===== config.mk =====
export PLATFORM = sky130hd
export DESIGN_NAME = seq_stream_monitor_flat
export DESIGN_NICKNAME = d
export VERILOG_FILES = /design/src/rtl/seq_stream_pkg.sv /design/src/rtl/seq_stream_monitor_if.sv /design/src/rtl/seq_code_decode.sv /design/src/rtl/seq_stream_monitor.sv /design/src/flat_wrapper.sv
export SDC_FILE = /design/constraint.sdc
export NUM_CORES = 1
export LEC_CHECK = 0
export CAP_MARGIN = 20
export CELL_PAD_IN_SITES_DETAIL_PLACEMENT = 1
export CELL_PAD_IN_SITES_GLOBAL_PLACEMENT = 1
export CORE_UTILIZATION = 37
export CTS_BUF_LIST = sky130_fd_sc_hd__clkbuf_16
export DETAILED_ROUTE_END_ITERATION = 10
export PLACE_DENSITY = 0.79
export SETUP_SLACK_MARGIN = 0.1
export SYNTH_ARGS = -nofsm -noshare
export SYNTH_HDL_FRONTEND = slang
export SYNTH_SLANG_ARGS = --single-unit

===== constraint.sdc =====
create_clock -name clk -period 2.2 [get_ports clk]
set_input_delay 0.22 -clock clk [delete_from_list [all_inputs] [get_ports clk]]
set_output_delay 0.22 -clock clk [all_outputs]
set_load 0.02 [all_outputs]

===== src/rtl/seq_stream_pkg.sv =====
// Shared constants and types for the sequence stream monitor.
// Holds the counter's sequence table and the code legality map.
package seq_stream_pkg;

  localparam int IDX_W   = 3;
  localparam int SEQ_LEN = 8;

  typedef enum logic [1:0] {
    S_HUNT   = 2'd0,
    S_VERIFY = 2'd1,
    S_LOCKED = 2'd2
  } state_t;

  // Element [0] is the first code of the lap.
  localparam logic [SEQ_LEN-1:0][3:0] SEQ_TAB = {
    4'h6, 4'h9, 4'hB, 4'hD,
    4'hF, 4'h7, 4'hE, 4'h0
  };

  // One bit per 4-bit code; set for 1,2,3,4,5,8,A,C.
  localparam logic [15:0] ILLEGAL_MASK = 16'h153E;

  function automatic logic is_illegal(
    input logic [3:0] code
  );
    return ILLEGAL_MASK[code];
  endfunction

endpackage


===== src/rtl/seq_stream_monitor_if.sv =====
// Sample stream in, monitor status out.
// master drives samples; slave is the monitor.
interface seq_stream_monitor_if
  import seq_stream_pkg::*;
#(
  parameter int LAP_W = 8,
  parameter int ERR_W = 8
);

  logic             en;
  logic [3:0]       seq_in;
  logic             locked;
  logic [IDX_W-1:0] pos;
  logic             wrap;
  logic             err;
  logic [LAP_W-1:0] laps;
  logic [ERR_W-1:0] errs;

  modport master (
    output en, seq_in,
    input  locked, pos, wrap, err,
    input  laps, errs
  );

  modport slave (
    input  en, seq_in,
    output locked, pos, wrap, err,
    output laps, errs
  );

endinterface


===== src/rtl/seq_code_decode.sv =====
// Maps a 4-bit code to its legality and
// its position in the sequence table.
module seq_code_decode
  import seq_stream_pkg::*;
(
  input  logic [3:0]       code,
  output logic             legal,
  output logic [IDX_W-1:0] idx
);

  always_comb begin
    legal = !is_illegal(code);
    idx   = '0;
    for (int i = 0; i < SEQ_LEN; i++) begin
      if (SEQ_TAB[i] == code) begin
        idx = IDX_W'(i);
      end
    end
  end

endmodule


===== src/rtl/seq_stream_monitor.sv =====
// Hunts for, locks onto and checks the 8-state
// counter sequence; counts laps and errors.
module seq_stream_monitor
  import seq_stream_pkg::*;
#(
  parameter int LOCK_N = 3,
  parameter int LAP_W  = 8,
  parameter int ERR_W  = 8
) (
  input logic                clk,
  input logic                clr,
  seq_stream_monitor_if.slave mon
);

  localparam logic [3:0] LOCK_C = 4'(LOCK_N);

  state_t           state, state_n;
  logic [IDX_W-1:0] exp_idx, exp_n;
  logic [3:0]       cnt, cnt_n;
  logic [IDX_W-1:0] pos_q, pos_n;
  logic             wrap_q, wrap_n;
  logic             err_q, err_n;
  logic [LAP_W-1:0] laps_q, laps_n;
  logic [ERR_W-1:0] errs_q, errs_n;

  logic             legal;
  logic [IDX_W-1:0] idx;
  logic             hit;

  seq_code_decode u_dec (
    .code  (mon.seq_in),
    .legal (legal),
    .idx   (idx)
  );

  always_ff @(posedge clk or posedge clr) begin
    if (clr) begin
      state   <= S_HUNT;
      exp_idx <= '0;
      cnt     <= '0;
      pos_q   <= '0;
      wrap_q  <= 1'b0;
      err_q   <= 1'b0;
      laps_q  <= '0;
      errs_q  <= '0;
    end else begin
      state   <= state_n;
      exp_idx <= exp_n;
      cnt     <= cnt_n;
      pos_q   <= pos_n;
      wrap_q  <= wrap_n;
      err_q   <= err_n;
      laps_q  <= laps_n;
      errs_q  <= errs_n;
    end
  end

  always_comb begin
    state_n = state;
    exp_n   = exp_idx;
    cnt_n   = cnt;
    pos_n   = pos_q;
    wrap_n  = 1'b0;
    err_n   = 1'b0;
    laps_n  = laps_q;
    errs_n  = errs_q;
    hit     = (mon.seq_in == SEQ_TAB[exp_idx]);
    if (mon.en) begin
      unique case (state)
        S_HUNT: begin
          if (legal) begin
            state_n = S_VERIFY;
            exp_n   = idx + 3'd1;
            cnt_n   = 4'd1;
          end
        end
        S_VERIFY: begin
          if (hit) begin
            cnt_n = cnt + 4'd1;
            exp_n = exp_idx + 3'd1;
            if (cnt_n == LOCK_C) begin
              state_n = S_LOCKED;
              pos_n   = idx;
            end
          end else if (legal) begin
            exp_n = idx + 3'd1;
            cnt_n = 4'd1;
          end else begin
            state_n = S_HUNT;
            exp_n   = '0;
            cnt_n   = '0;
          end
        end
        S_LOCKED: begin
          if (hit) begin
            exp_n = exp_idx + 3'd1;
            pos_n = idx;
            if (idx == '0) begin
              wrap_n = 1'b1;
              if (laps_q != '1) laps_n = laps_q + 1'b1;
            end
          end else begin
            err_n = 1'b1;
            pos_n = '0;
            if (errs_q != '1) errs_n = errs_q + 1'b1;
            if (legal) begin
              state_n = S_VERIFY;
              exp_n   = idx + 3'd1;
              cnt_n   = 4'd1;
            end else begin
              state_n = S_HUNT;
              exp_n   = '0;
              cnt_n   = '0;
            end
          end
        end
        default: begin
          state_n = S_HUNT;
          exp_n   = '0;
          cnt_n   = '0;
        end
      endcase
    end
  end

  assign mon.locked = (state == S_LOCKED);
  assign mon.pos    = pos_q;
  assign mon.wrap   = wrap_q;
  assign mon.err    = err_q;
  assign mon.laps   = laps_q;
  assign mon.errs   = errs_q;

endmodule


===== src/flat_wrapper.sv =====
// flat-port wrapper written by rule: the top's interface ports become plain ports
module seq_stream_monitor_flat import seq_stream_pkg::*;
#(
  parameter int LOCK_N = 3,
  parameter int LAP_W  = 8,
  parameter int ERR_W  = 8
)
  (clk, clr, mon_en, mon_seq_in, mon_locked, mon_pos, mon_wrap, mon_err, mon_laps, mon_errs);
  seq_stream_monitor_if #(.LAP_W(LAP_W), .ERR_W(ERR_W)) mon_i ();
  input logic clk;
  input logic clr;
  input wire logic [$bits(mon_i.en)-1:0] mon_en;
  input wire logic [$bits(mon_i.seq_in)-1:0] mon_seq_in;
  output wire logic [$bits(mon_i.locked)-1:0] mon_locked;
  output wire logic [$bits(mon_i.pos)-1:0] mon_pos;
  output wire logic [$bits(mon_i.wrap)-1:0] mon_wrap;
  output wire logic [$bits(mon_i.err)-1:0] mon_err;
  output wire logic [$bits(mon_i.laps)-1:0] mon_laps;
  output wire logic [$bits(mon_i.errs)-1:0] mon_errs;
  assign mon_i.en = mon_en;
  assign mon_i.seq_in = mon_seq_in;
  assign mon_locked = mon_i.locked;
  assign mon_pos = mon_i.pos;
  assign mon_wrap = mon_i.wrap;
  assign mon_err = mon_i.err;
  assign mon_laps = mon_i.laps;
  assign mon_errs = mon_i.errs;
  seq_stream_monitor #(.LOCK_N(LOCK_N), .LAP_W(LAP_W), .ERR_W(ERR_W)) u_core (.clk(clk), .clr(clr), .mon(mon_i));
endmodule

## Word-level counts from Yosys, hierarchy flattened

Memories as Yosys holds them, arrays and structs flattened.
Cells that the tools add are included.

| storage, ports and cells | value |
|---|---|
| bits in writable memories | 0 |
| memories | 2 |
| flip-flop bits (word level) | 30 |
| ROM bits | 48 |
| output and inout bits | 22 |
| bits in latches | 0 |
| word-level logic and storage cells | 83 |
| input bits | 7 |

| operators by class | value |
|---|---|
| shift operators | 0 |
| bitwise operators | 1 |
| divide/modulo/power cells | 0 |
| equality and inequality tests | 19 |
| reduce and logical (&&, ||, !) cells | 10 |
| add/sub/neg operators | 5 |
| multiplexer cells | 36 |
| order comparisons | 2 |
| multiply operators | 0 |

Memories:

| memory | depth | width | rd ports | clocked after memory_dff | wr ports | line | RTL |
|---|---|---|---|---|---|---|---|
| (name not given) | 8 | 4 | 1 | 0 | 0 | seq_stream_monitor.sv:67 | `hit = (mon.seq_in == SEQ_TAB[exp_idx]);` |
| (name not given) | 16 | 1 | 1 | 0 | 0 | seq_stream_pkg.sv:26 | `return ILLEGAL_MASK[code];` |

Operator list:

| operator | number |
|---|---|
| 2-to-1 mux 3 bit | 12 |
| equality test 4 bit (first input constant) | 5 |
| adder 8 x 1 -> 8 bit (second input constant) | 2 |
| 2-to-1 mux 4 bit | 4 |
| != test 8 bit (second input constant) | 2 |
| one-hot mux 3 bit (2 select lines) | 2 |
| one-hot mux 4 bit (3 select lines) | 1 |
| 2-to-1 mux 1 bit | 11 |
| 2-to-1 mux 2 bit | 5 |
| AND reduction 5 bit | 2 |
| equality test 3 x 4 -> 1 bit (first input constant) | 2 |
| AND reduction 4 bit | 2 |
| adder 3 x 1 -> 3 bit (second input constant) | 2 |
| one-hot mux 2 bit (3 select lines) | 1 |
| < comparator 4 x 5 -> 1 bit (second input constant) | 1 |
| adder 4 x 1 -> 4 bit (second input constant) | 1 |
| equality test 4 x 2 -> 1 bit (second input constant) | 1 |
| equality test 4 bit | 1 |
| < comparator 3 x 4 -> 1 bit (second input constant) | 1 |
| != test 2 x 1 -> 1 bit (second input constant) | 2 |
| != test 2 bit (second input constant) | 2 |
| logical NOT 3 bit | 1 |
| != test 3 x 2 -> 1 bit (second input constant) | 1 |
| != test 3 bit (second input constant) | 1 |
| other kinds (8) | 8 |

## Longest topological paths before layout

Gate-level depths: netlist (run 1).

| depth | value |
|---|---|
| word-level depth | 13 |
| depth in mapped cells | 10 |
| mapped depth without buffers | 9 |

## By module

From an unflattened synthesis (run 1), not the netlist that was laid out.

| second synthesis, totals | value |
|---|---|
| cell total of the unflattened synthesis | 196 |
| area, all modules | 1960.6 µm² |

Modules (own cells, without submodules):

| module | cells an instance | instances | area each (µm²) |
|---|---|---|---|
| seq_stream_monitor | 186 | 1 | 1891.8 |
| seq_code_decode | 10 | 1 | 68.8 |

## Worst setup path after synthesis (run 1)

Ideal clock, no wire load.

| timing | value |
|---|---|
| kind | register -> register |
| start | register u_core.exp_idx[0] |
| end | register u_core.laps_q[6], in the netlist u_core.mon.laps[6] |
| path buffers | 0 |
| required time | 2.075 ns |
| cell stages (with the launch flop) | 9 |
| library setup time | 0.125 ns |
| setup slack | -0.046 ns |
| period minus slack after synthesis | 2.246 ns |
| data arrival time | 2.121 ns |
| path through | dfrtp_1 -> inv_1 -> ha_1 -> mux2i_1 -> xnor2_1 -> o21a_1 -> nand4_1 -> nor3_1 -> mux2_2 |

| between the ends | value |
|---|---|
| longest elaborated chain between the ends | 4 |

RTL lines:

| item | line | RTL |
|---|---|---|
| from (decl) | seq_stream_monitor.sv:18 | `logic [IDX_W-1:0] exp_idx, exp_n;` |
| from (signal assigned) | seq_stream_monitor.sv:48 | `exp_idx <= exp_n;` |
| memory read (8 x 4 bit) | - |  |
| 2-to-1 mux 4 bit (implied by the code) | seq_stream_monitor.sv:67 |  |
| equality test 4 bit | seq_stream_monitor.sv:67 |  |
| AND reduction 5 bit (no source line) | - |  |
| to (signal assigned) | seq_stream_monitor.sv:53 | `laps_q <= laps_n;` |
| to (decl) | seq_stream_monitor.sv:23 | `logic [LAP_W-1:0] laps_q, laps_n;` |

No other way between the ends. The select of a mux whose other input is x is not followed.
A chain may end at the register's enable or synchronous reset.

## Worst setup path after layout (run 1)

| timing | value |
|---|---|
| start | register u_core.exp_idx[0] |
| end | register u_core.errs_q[5], in the netlist u_core.mon.errs[5] |

| between the ends | value |
|---|---|
| longest elaborated chain between the ends | 5 |

RTL lines:

| item | line | RTL |
|---|---|---|
| memory read (8 x 4 bit) | - |  |
| 2-to-1 mux 4 bit (implied by the code) | seq_stream_monitor.sv:67 |  |
| equality test 4 bit | seq_stream_monitor.sv:67 |  |
| NOT 1 bit (no source line) | - |  |
| AND reduction 4 bit (no source line) | - |  |
| to (signal assigned) | seq_stream_monitor.sv:54 | `errs_q <= errs_n;` |
| to (decl) | seq_stream_monitor.sv:24 | `logic [ERR_W-1:0] errs_q, errs_n;` |

No other way between the ends. The select of a mux whose other input is x is not followed.

==> results of run 1 <==
## power breakdown
part           leakage, nW  switching [mW]  internal, mW
logic                0.885           0.762         0.658
registers            0.395          0.0969         0.642
clock network       0.0694           0.249         0.408
## metal layers
layer / routed length (um) / vias to the layer above
li1: - / 864
met1: 2893 / 955
met2: 3283 / 42
met3: 209 / 17
met4: 165 / 0
met5: 0 / -
## timing repair
item / CTS / global route
endpoints found under the setup margin: 27 / 27
hold buffers: 0 / 0
setup buffers: 7 / 0
pin swaps: 11 / 8
gates resized for setup: 38 / 18
## area by class of cell
class	count	share of cell area
clock buffer	5	0.04272
clock inverter	2	0.003417
inverter	20	0.02563
multi-input combinational	155	0.4511
sequential	30	0.2584
tap	70	0.02990
timing repair buffer	63	0.1888
## worst max-delay path, delay by kind of cell, from the launching register on
kind                     cells  cell delay, ns
adder cells (fa/ha/maj)      1            0.17
AND/OR/NAND/NOR              3            0.66
XOR/XNOR                     1            0.19
flip-flops                   1            0.42
buffers and inverters        1            0.07
AO/OA/AOI/OAI                2            0.60
## cell families (layout without fill, tap and decap cells)
| kind of cell | count (synthesis) | count (layout) | share of synthesized area |
|---|---|---|---|
| adders and majority gates | 11 | 11 | 0.06953 |
| and+or+nand+nor | 83 | 83 | 0.2219 |
| DFF | 30 | 30 | 0.3793 |
| muxes | 10 | 10 | 0.05500 |
| AOI/OAI and AO/OA | 36 | 36 | 0.1384 |
| xor gates and xnor gates | 15 | 15 | 0.06637 |
| buffers and inverters | 26 | 90 | 0.06953 |
## sequential cells by signal, summed over array words and instances (netlist names)
signal,count
u_core.mon.errs,8
u_core.mon.wrap,1
u_core.mon.err,1
u_core.mon.laps,8
u_core.cnt,4
u_core.state,2
u_core.exp_idx,3
u_core.mon.pos,3
## final timing paths
kind                       slack, ns                  to  depth (start not counted)               from
max                            0.005  u_core.mon.errs[5]                          8  u_core.exp_idx[0]
min                             0.36  u_core.mon.laps[6]                          3                clr
max reg2reg                    0.005  u_core.mon.errs[5]                          8  u_core.exp_idx[0]
min reg2reg                     0.51   u_core.mon.pos[1]                          1  u_core.mon.pos[1]
max in group asynchronous       1.53   u_core.exp_idx[1]                          3                clr
min in group clk                0.51   u_core.mon.pos[1]                          1  u_core.mon.pos[1]
## metrics by stage
stage               hold WS [ns]  instances  instance area (um2)  worst slack (ns)  setup TNS, ns
finish                    0.3574        345                 2929          0.005379              0
global placement          0.4865        331                 2512           -0.2251         -2.856
CTS                       0.3520        345                 2838           0.02216              0
floorplan                 0.3108        211                 1997           0.01873              0
detailed placement        0.4953        331                 2512           -0.3774         -4.683
global route              0.4083        345                 2929          -0.04622        -0.2985
## cells in the mapped netlist (2+ instances only)
master    count  area [um2]
nand3_1      14       70.07
nand2_1      27       101.4
or2_1         2       12.51
a21oi_1      10       50.05
nand4_1       4       25.02
xnor2_1       4       35.03
o21ai_2       2       17.52
or4_4         2       22.52
and3_1        3       18.77
nor2_1       12       45.04
o31ai_1       2       15.01
nor3_1        6       30.03
buf_6         2       22.52
and3_2        2       15.01
buf_2         2       10.01
a311oi_1      2       17.52
o21ai_0       5       25.02
mux2_2        7       78.83
mux2i_1       3       30.03
xor2_1       11       96.34
inv_1        20       75.07
a31oi_1       3       18.77
dfrtp_1      30       750.7
ha_1         11       137.6
==> reports/results.tsv, run 1 <==
metric	value	unit
status	finished, final reports clean	
HPWL Detailed	3.790	mm
sequential share of the synthesized area	0.3793	
Mapped Cells	211	
VDD IR-drop max	0.6669	mV
pwr dens	961.1	nW/um2
# diodes	0	
Final nets	293	
Final Critical Period	2.195	ns
Post-Route WL	6.551	mm
Layout area overhead	47.98	%
max incr delay on CP	0.42	ns
CTS H-tree lvls	2	
Longest Clk Path Bufs	2	
Slew headroom	0.5050	
row cnt	26	
yosys warns	0	
number of synthesized flops with an enable pin	0	
M3 GR Usage	0.03614	
antenna-violating nets left	0	
clock slew at reported path FFs	0.05	ns
Root Buffer	clkbuf_16	
unrepaired setup endpoints after global routing	true	
max-slew violation count	0	
Peak Freq	455.7	MHz
syn nets	229	
Die ar.	5646	um2
Worst Skew	0.004696	ns
drt drc	0	
leakage	1.350	nW
Crit. End Element	flop	
most crowded layer after global routing	met2	
vias	1878	
crit path max fanout	8	
critical-path cell list	inv_2 -> ha_4 -> or2_1 -> a21o_1 -> and3_4 -> a211o_4 -> nor3_4 -> xor2_1	
met1 usage	0.2899	
first-pass GRT wire length	9.211	mm
layout cells sized above 1	0.3564	
Die Span Y	75.14	um
pin count of the biggest net entering global routing	31	
Primary FF master, synth	dfrtp_1	
core footprint	5140	um2
global route overflow	0	
WP data arrival	2.38	ns
initial core utilization	0.3851	
wire per inst	18.99	um
#FFs+latches synth	30	
Max Cap Viol	0	
First-pass DRT Iterations	4	
FF/Latch Area	757.0	um2
crit path kind	flop to flop	
commonest cells after routing, fill and taps aside	32 x buf_4, 26 x nand2_1, 25 x dfrtp_1, 24 x clkdlybuf4s50_1, 18 x inv_1	
CP max-delay cell	dfrtp_2	
Power Total	2.815	mW
drt initial violations	86	
Num CTS Buffers	5	
Final Hold Fails	0	
TritonCTS clock tree	done	
synth unique cells	49	
Least-Margin Pin Slew	0.7398	ns
Mapped Avg Cell Area	9.381	um2
Clock Latency Late Sink	0.28	ns
startpoint types	flop	
drt via density	5.443	
CP required	2.39	ns
GRT Resource Usage Total	0.2221	
most common cell after layout, fill and taps aside	buf_4	
routability cong.	0.8698	
Die Wd	75.14	um
clock sink count	30	
met2 track utilization from global routing	0.3734	
final setup fails	0	
Top Ports	29	
asr flop ratio synth	1.000	
vias in the first global route	1847	
area of the multi-input gates	1321	um2
FILL cells	605	
Mapped Area	1979	um2
worst min path class	primary input to async pin	
Util after Layout	0.5699	
antenna violations before repair	0	
Tcrit/Tclk final	0.9976	
port bufs	28	
Power figures use the tool's default switching activity.
==> run 2, diff against run 1 <==
--- a/config.mk
+++ b/config.mk
@@ -5,9 +5,10 @@
 export SDC_FILE = /design/constraint.sdc
 export NUM_CORES = 1
 export LEC_CHECK = 0
-export CAP_MARGIN = 20
+export CAP_MARGIN = 30
 export CELL_PAD_IN_SITES_DETAIL_PLACEMENT = 1
 export CELL_PAD_IN_SITES_GLOBAL_PLACEMENT = 1
+export CORE_MARGIN = 10
 export CORE_UTILIZATION = 37
 export CTS_BUF_LIST = sky130_fd_sc_hd__clkbuf_16
 export DETAILED_ROUTE_END_ITERATION = 10
==> run 2 against run 1 <==
Compared with the run above:
- the run now ends with negative setup slack left
- critical path depth grew 1
- via count grew 3.5%
- sequential power shrank 0.7%
- die area grew 54%
- sequential share of layout area shrank 1.3 points
- hold slack lost 0.024 ns
- wire length grew 22%
- first-iteration DRC count grew 14%
- global-route usage shrank 7.2 points
- register-to-register slack lost 0.02 ns
==> reports/results.tsv, run 2 (synthesis results as in run 1) <==
metric	value	unit	change
status	finished with violations		was finished, final reports clean
failing checks	negative setup slack		
VDD IR-drop max	0.6521	mV	was 0.6669 mV
routability cong.	0.8397		was 0.8698
# diodes	0		unchanged
pwr dens	986.5	nW/um2	was 961.1 nW/um2
final setup fails	2		was 0
antenna-violating nets left	0		unchanged
Power Total	3.032	mW	was 2.815 mW
Die ar.	8675	um2	was 5646 um2
pin count of the biggest net entering global routing	31		unchanged
crit path kind	flop to flop		unchanged
Die Span Y	93.14	um	was 75.14 um
first-pass GRT wire length	10.52	mm	was 9.211 mm
worst reg2reg startpoint	u_core.exp_idx[1]		was u_core.exp_idx[0]
Cell Area, Placed	2512	um2	unchanged
switch share	0.4052		was 0.3934
most common cell after layout, fill and taps aside	buf_4		unchanged
commonest cells after routing, fill and taps aside	30 x buf_4, 26 x nand2_1, 26 x dfrtp_1, 23 x clkdlybuf4s50_1, 18 x inv_1		was 32 x buf_4, 26 x nand2_1, 25 x dfrtp_1, 24 x clkdlybuf4s50_1, 18 x inv_1
drt via density	5.554		was 5.443
GRT Resource Usage Total	0.1505		was 0.2221
Tcrit/Tclk final	1.006		was 0.9976
port bufs	28		unchanged
First-pass DRT Iterations	4		unchanged
Psw	1.228	mW	was 1.108 mW
Clock Latency Late Sink	0.29	ns	was 0.28 ns
Final Critical Period	2.214	ns	was 2.195 ns
clock sink count	30		unchanged
core footprint	5140	um2	unchanged
max-slew violation count	0		unchanged
Slew headroom	0.4004		was 0.5050
vias in the first global route	2028		was 1,847
Peak Freq	451.6	MHz	was 455.7 MHz
leakage	1.439	nW	was 1.350 nW
Layout area overhead	55.25	%	was 47.98%
drt drc	0		unchanged
CTS H-tree lvls	2		unchanged
Worst Skew	0.007767	ns	was 0.004696 ns
Post-Route WL	7.982	mm	was 6.551 mm
clock power share	0.224		was 0.233
global route overflow	0		unchanged
Num CTS Buffers	5		unchanged
HPWL Detailed	4.138	mm	was 3.790 mm
Die Wd	93.14	um	was 75.14 um
startpoint types	flop		unchanged
TritonCTS clock tree	done		unchanged
Longest Clk Path Bufs	2		unchanged
post-route cell area	3073	um2	was 2929 um2
WP data arrival	2.42	ns	was 2.38 ns
layout cells sized above 1	0.3857		was 0.3564
crit path max fanout	8		unchanged
Least-Margin Pin Slew	0.8960	ns	was 0.7398 ns
CP required	2.40	ns	was 2.39 ns
Setup crit start	u_core.exp_idx[1]		was u_core.exp_idx[0]
unrepaired setup endpoints after global routing	true		unchanged
cts hold-fix bufs	0		unchanged
clock slew at reported path FFs	0.05	ns	about the same
register share of total power	0.242		was 0.262
wire per inst	22.81	um	was 18.99 um
Final Hold Fails	0		unchanged
antenna violations before repair	0		unchanged
Max Cap Viol	0		unchanged
vias	1944		was 1,878
cell internal pwr	1.803	mW	was 1.708 mW
Setup TNS Final	-0.02408	ns	was 0 ns
worst min path class	primary input to async pin		unchanged
row cnt	26		unchanged
Logic pwr share	0.534		was 0.504
Top Ports	29		unchanged
Worst Slack Setup Final	-0.01424	ns	was 0.005379 ns
initial core utilization	0.3851		unchanged
Crit. End Element	flop		unchanged
Final nets	297		was 293
drt initial violations	98		was 86
Hold WS	0.3331	ns	was 0.3574 ns
Root Buffer	clkbuf_16		unchanged
[run 2: path summary, 6_finish.rpt]
kind                       depth (start not counted)            endpoint  slack [ns]
max                                                9  u_core.mon.errs[6]       -0.01
min                                                3  u_core.mon.laps[7]        0.33
max reg2reg                                        9  u_core.mon.errs[6]       -0.01
min reg2reg                                        1   u_core.mon.pos[2]        0.51
max in group asynchronous                          3   u_core.exp_idx[0]        1.55
min in group clk                                   1   u_core.mon.pos[2]        0.51
[run 2: layout make-up]
| cell class | instances | area, um2 |
|---|---|---|
| Clock buffer | 5 | 125.1 |
| Inverter | 20 | 75.07 |
| Sequential cell | 30 | 755.7 |
| Multi-Input combinational cell | 155 | 1405 |
| Clock inverter | 3 | 16.27 |
| Tap cell | 70 | 87.58 |
| Fill cell | 576 | 2067 |
| Timing Repair Buffer | 67 | 608.1 |
[run 2: routing by layer]
layer | global-route usage | share of wire
met2 | 0.2629 | 0.51
met4 | 0.06941 | 0.053
met5 | 0 | 0
met1 | 0.1686 | 0.39
met3 | 0.03677 | 0.049
[run 2: critical path, stage by stage (launching register included)]
cell	delay, ns
dfrtp_2	0.42
inv_2	0.06
ha_4	0.17
or2_4	0.24
a21o_1	0.23
and3_4	0.20
a211o_4	0.43
buf_6	0.15
nor3_4	0.11
xnor2_1	0.14
[run 2: timing repair]
item	in CTS	in global routing
setup buffers	6	5
pin swaps	12	19
resized for setup	38	40
setup endpoints to repair	27	30
[run 2: through the flow]
| step | worst slack [ns] | utilization | std cells |
|---|---|---|---|
| after detailed placement | -0.2668 | 0.4888 | 331 |
| after floorplan | 0.01873 | - | 211 |
| after CTS | 0.01027 | 0.5545 | 345 |
| after global routing | -0.09154 | 0.5979 | 350 |
| final | -0.01424 | 0.5979 | 350 |
| after global placement | -0.2110 | 0.4888 | 331 |
[run 2: power by group through the flow]
stage / Clock, mW / Combinational, mW / Sequential (mW)
after floorplan: 0 / 0.626 / 0.752
after global placement: 0 / 1.02 / 0.722
after detailed placement: 0 / 1.06 / 0.725
after CTS: 0.667 / 1.22 / 0.724
after global routing: 0.700 / 1.71 / 0.748
final: 0.678 / 1.62 / 0.734
==> run 3, diff against run 2 <==
--- a/config.mk
+++ b/config.mk
@@ -12,6 +12,7 @@
 export CORE_UTILIZATION = 37
 export CTS_BUF_LIST = sky130_fd_sc_hd__clkbuf_16
 export DETAILED_ROUTE_END_ITERATION = 10
+export GPL_ROUTABILITY_DRIVEN = 0
 export PLACE_DENSITY = 0.79
 export SETUP_SLACK_MARGIN = 0.1
 export SYNTH_ARGS = -nofsm -noshare
==> results of run 3 <==
Same layout as run 2: the final DEF is identical, and so are final timing and power.
